$ cat src/rtl/symbol_feeder.sv
// symbol_feeder: turns a byte stream into bit-pair symbols for a downstream
// pulse-shaping filter. Each byte is sent MSB first as four (bit1, bit2)
// pairs, each pair held for SPS clock cycles while gate is high. A one-entry
// hold register lets the next byte queue up so consecutive bytes stream
// without a gap. When a byte finishes and nothing is waiting, underrun pulses
// once and the filter inputs freeze.
module symbol_feeder #(
    parameter int SPS = 8
) (
    input  logic       clk,
    input  logic       rst,
    input  logic [7:0] in_data,
    input  logic       in_valid,
    output logic       in_ready,
    output logic       bit1,
    output logic       bit2,
    output logic       gate,
    output logic       busy,
    output logic       underrun
);

    localparam int              SMP_W    = (SPS > 1) ? $clog2(SPS) : 1;
    localparam logic [SMP_W-1:0] SMP_LAST = SMP_W'(SPS - 1);

    localparam logic [0:0] S_IDLE = 1'b0;
    localparam logic [0:0] S_RUN  = 1'b1;

    // Registered state
    logic [0:0]       state;
    logic [7:0]       hold_data;
    logic             hold_full;
    logic [7:0]       shift_data;
    logic [1:0]       sym_cnt;
    logic [SMP_W-1:0] smp_cnt;

    // Next-state values
    logic [0:0]       state_nxt;
    logic [7:0]       hold_data_nxt;
    logic             hold_full_nxt;
    logic [7:0]       shift_nxt;
    logic [1:0]       sym_nxt;
    logic [SMP_W-1:0] smp_nxt;
    logic             bit1_nxt;
    logic             bit2_nxt;
    logic             underrun_nxt;

    logic             accept;
    logic             byte_end;
    logic             transfer;

    // Next-state logic: sample/symbol counting, hold-to-shifter transfer, byte acceptance
    always_comb begin
        // NOTE: every signal driven here gets a default first so no path leaves it unassigned (no latches).
        state_nxt     = state;
        hold_data_nxt = hold_data;
        hold_full_nxt = hold_full;
        shift_nxt     = shift_data;
        sym_nxt       = sym_cnt;
        smp_nxt       = smp_cnt;
        underrun_nxt  = 1'b0;

        accept   = in_valid && in_ready;
        byte_end = (state == S_RUN) && (smp_cnt == SMP_LAST) && (sym_cnt == 2'd3);
        transfer = hold_full && ((state == S_IDLE) || byte_end);

        if (state == S_RUN) begin
            if (smp_cnt == SMP_LAST) begin
                smp_nxt   = '0;
                shift_nxt = {shift_data[5:0], 2'b00};
                sym_nxt   = sym_cnt + 2'd1;
            end else begin
                smp_nxt = smp_cnt + 1'b1;
            end
            if (byte_end && !hold_full) begin
                state_nxt    = S_IDLE;
                underrun_nxt = 1'b1;
            end
        end

        // A waiting byte takes over the shifter and restarts the counters.
        if (transfer) begin
            shift_nxt     = hold_data;
            hold_full_nxt = 1'b0;
            sym_nxt       = 2'd0;
            smp_nxt       = '0;
            state_nxt     = S_RUN;
        end

        // in_ready is low whenever hold_full is set, so this never collides with a transfer.
        if (accept) begin
            hold_data_nxt = in_data;
            hold_full_nxt = 1'b1;
        end

        // Filter inputs follow the shifter only while running; in IDLE they freeze.
        if (state_nxt == S_RUN) begin
            bit1_nxt = shift_nxt[7];
            bit2_nxt = shift_nxt[6];
        end else begin
            bit1_nxt = bit1;
            bit2_nxt = bit2;
        end
    end

    // State registers with asynchronous active-low clear
    always_ff @(posedge clk or negedge rst) begin
        if (!rst) begin
            state      <= S_IDLE;
            hold_data  <= '0;
            hold_full  <= 1'b0;
            shift_data <= '0;
            sym_cnt    <= 2'd0;
            smp_cnt    <= '0;
            in_ready   <= 1'b1;
            bit1       <= 1'b0;
            bit2       <= 1'b0;
            underrun   <= 1'b0;
        end else begin
            // NOTE: non-blocking assignments so every register samples pre-edge values.
            state      <= state_nxt;
            hold_data  <= hold_data_nxt;
            hold_full  <= hold_full_nxt;
            shift_data <= shift_nxt;
            sym_cnt    <= sym_nxt;
            smp_cnt    <= smp_nxt;
            in_ready   <= !hold_full_nxt;
            bit1       <= bit1_nxt;
            bit2       <= bit2_nxt;
            underrun   <= underrun_nxt;
        end
    end

    // Status outputs decoded from registered state only
    always_comb begin
        gate = (state == S_RUN);
        busy = hold_full || (state == S_RUN);
    end

endmodule

$ cat config.mk
export PLATFORM = sky130hd
export DESIGN_NAME = symbol_feeder
export DESIGN_NICKNAME = d
export VERILOG_FILES = /design/src/rtl/symbol_feeder.sv
export SDC_FILE = /design/constraint.sdc
export NUM_CORES = 1
export LEC_CHECK = 0
export CORE_MARGIN = 8
export CORE_UTILIZATION = 52
export DETAILED_ROUTE_END_ITERATION = 7
export GPL_TIMING_DRIVEN = 0
export PLACE_DENSITY = 0.77
export SYNTH_ARGS = -nofsm -noshare
export SYNTH_HDL_FRONTEND = slang
export SYNTH_SLANG_ARGS = --single-unit
$ cat constraint.sdc
create_clock -name clk -period 1.95 [get_ports clk]
set_input_delay 0.2925 -clock clk [delete_from_list [all_inputs] [get_ports clk]]
set_output_delay 0.2925 -clock clk [all_outputs]
set_load 0.02 [all_outputs]
==> summary.md <==
| Metric | Value |
|---|---|
| Crit. End Element | `output pin` |
| Post-route worst setup slack | `roughly 0.12 ns` |
| Max Clock Skew | `between 0.01 and 0.015 ns` |
| Most frequent cell after synthesis | `dfrtp_1` |
| Reg clk slew, reported paths | `0.14 ns` |
| Area share of the largest cell type after synthesis | `about 56%` |
| Post-synth top area cell | `dfrtp_1` |
| Synth Register Bits | `27` |
| Syn_nets | `approximately 100` |
| Post-synth EDFFs | `0` |
| Ys Warns | `0` |
| Min cycle time layout | `1.83 ns` |
| Fin util | `~64%` |
| Pwr/cell area | `between 1000 and 1500 mW/mm2` |
| Final hold violation count | `0` |
| Fraction of registers with async set/reset | `100%` |
| Starting Density | `between 50% and 60%` |
| CTS tree | `yes` |
| RSZ-0062 raised after global routing | `no` |
| Routed Antenna Nets | `0` |
| IO Count | `17` |
| P_leak | `slightly below 0.6 nW` |
| Worst-case clock buffer depth | `2` |
| Crit path required time | `about 1.7 ns` |
| Crit path max fanout | `10` |
| Post-Place Cells | `approximately 130` |
| DR vias/cell | `around 5.4` |
| Ant. Diodes | `0` |
| Total grt overflow | `0` |
| Number of global-route vias before repair | `752` |
| Share of layout cells above drive strength 1 | `22.9%` |
| Post-DP HPWL | `1.51 mm` |
| Hold_ws | `approximately 0.51 ns` |
| DR pass1 iterations | `4` |
| Die width | `63.3 um` |
| Post-Syn Area per Cell | `about 13 um2` |
| Pre-CTS setup slack | `0.0881 ns` |
| Critical path class | `flop to output pin` |
| Area occupied by registers | `between 600 and 700 um2` |
| Clock Tree Root | `clkbuf_4` |
| Status | `complete, no violations` |
| Final Cycle Share | `between 90% and 100%` |
| Final Net Count | `124` |
| GP Congestion | `just under 0.8` |
| Post-CTS Hold Fix Bufs | `0` |
| Worst VDD drop | `roughly 800 uV` |
| Core box area | `roughly 0.0022 mm2` |
| Worst slew margin | `between 20 and 25%` |
| Cts bufs inserted | `3` |
| Die area | `0.00401 mm2` |
| Routed wire per std cell | `15.1 um` |
| IO buf count | `16` |
| Multi-input logic area | `~470 um2` |
| Synth area leaders | `dfrtp_1 (56%), mux2_2 (11%), a221o_1 (3.4%)` |
| Distinct cell type count after synthesis | `27` |
| Endpoints failing setup | `0` |
| H-tree depth | `1` |
| # rows | `17` |
| Mapped cell area | `between 0.001 and 0.0015 mm2` |
| Vias | `746` |
| FMAX | `547 MHz` |
| Pin count of the biggest net entering global routing | `28` |
| DRT iter0 DRCs | `19` |
| Worst Max-Slew Pin Slew | `roughly 1.2 ns` |
| Worst-Skew Late Latency | `about 0.31 ns` |
| Die Y | `between 60 and 70 um` |
| Min-Delay Path Class | `flop to flop` |
| Residual DRC | `0` |
| Critical Path Source Type | `flop` |
| First-pass GRT wire length | `between 3 and 4 mm` |
| Cells after synthesis | `89` |
| Clock Sinks | `27` |
| Top_reg_cell synth | `dfrtp_1` |
| # fillers | `202` |
| Final cell count without fillers | `between 100 and 150` |
| Top cells by count, synth | `dfrtp_1 (26), mux2_2 (11), nand2_1 (6), a21oi_1 (5), and2_1 (5)` |
| Max cap viols | `0` |
| Max-slew violation count | `0` |
| Area Growth Syn to Fin | `19.8%` |
| Setup TNS | `0 ns` |
| Crit path arrival time | `1.53 ns` |
| Initial antenna violation count | `0` |
| Seq/Total Area, Yosys | `between 50% and 60%` |
| Gr usage total | `10.8%` |
| Total Wirelength | `just over 2 mm` |
==> where the power goes <==
group	switching (W)	leakage, nW	internal [W]
clock network	0.000149	0.0150	0.0000798
registers	0.000142	0.325	0.000805
logic	0.000271	0.256	0.000362
==> per-stage QoR <==
stage | instance area (um2) | total power, W
3_5_place_dp | 1360 | 0.00159
3_3_place_gp | 1360 | 0.00155
4_1_cts | 1390 | 0.00182
5_1_grt | 1400 | 0.00194
2_1_floorplan | 1160 | 0.00138
6_report | 1400 | 0.00181
==> per-layer routing <==
layer / wire length [um] / track usage, %
met3: 57 / 2.65
met4: 9 / 3.34
met5: 0 / 0
met1: 950 / 13.1
met2: 1050 / 18.4
==> registers in the layout (all words and copies together) (netlist names) <==
name        count
sym_cnt         2
underrun        1
hold_full       1
shift_data      8
hold_data       8
bit2            1
in_ready        1
smp_cnt         3
gate            1
bit1            1
==> worst max-delay path, stage by stage (launching register included) <==
cell,delay (ns)
dfrtp_1,0.44
clkbuf_2,0.20
nor2_2,0.21
inv_1,0.05
dlygate4sd2_1,0.32
==> cell usage in the layout, fill, tap and decap left out, drive strengths merged <==
cell	n
a21boi	1
o22ai	2
dlygate4sd2	1
clkdlybuf4s50	15
nand2b	2
buf	2
a22o	3
a211oi	2
mux2	13
inv	1
a21oi	5
clkbuf	5
or2	1
nor3b	1
o21ai	3
nor2	2
nand2	7
ha	3
nor2b	3
a221o	4
mux2i	1
dfstp	1
dfrtp	26
and2	5
==> kinds of logic (layout without fill, tap and decap cells) <==
family,after synthesis,after routing,synth area share [%]
flops,27,27,58.1
fa+ha+maj,3,3,3.22
buf+inv,4,24,2.26
mux,14,14,13.4
simple gates,21,21,9.88
compound gates,20,20,13.1
==> final timing paths <==
kind | start | slack [ns] | cells after the start | end
worst max-delay path | hold_full | 0.12 | 4 | busy
worst min-delay path | sym_cnt[1] | 0.51 | 2 | sym_cnt[1]
worst max register to register | smp_cnt[0] | 0.15 | 6 | shift_data[5]
worst min register to register | sym_cnt[1] | 0.51 | 2 | sym_cnt[1]
max in group asynchronous | rst | 0.67 | 1 | hold_data[1]
min in group asynchronous | rst | 0.58 | 1 | smp_cnt[0]
==> what timing repair did <==
action / 4_1_cts / 5_1_grt
gates resized for setup: 3 / 2
setup buffers: 0 / 0
setup endpoints to repair: 1 / 5
==> layout make-up <==
cell class,count,area share [%]
repair buffers,16,11.4
clock buffers,4,1.88
multi-input cells,58,33.7
inverters,1,0.269
plain buffers,3,1.70
flip-flops and latches,27,48.5
well taps,28,2.51
(Power assumes the default switching activity.)
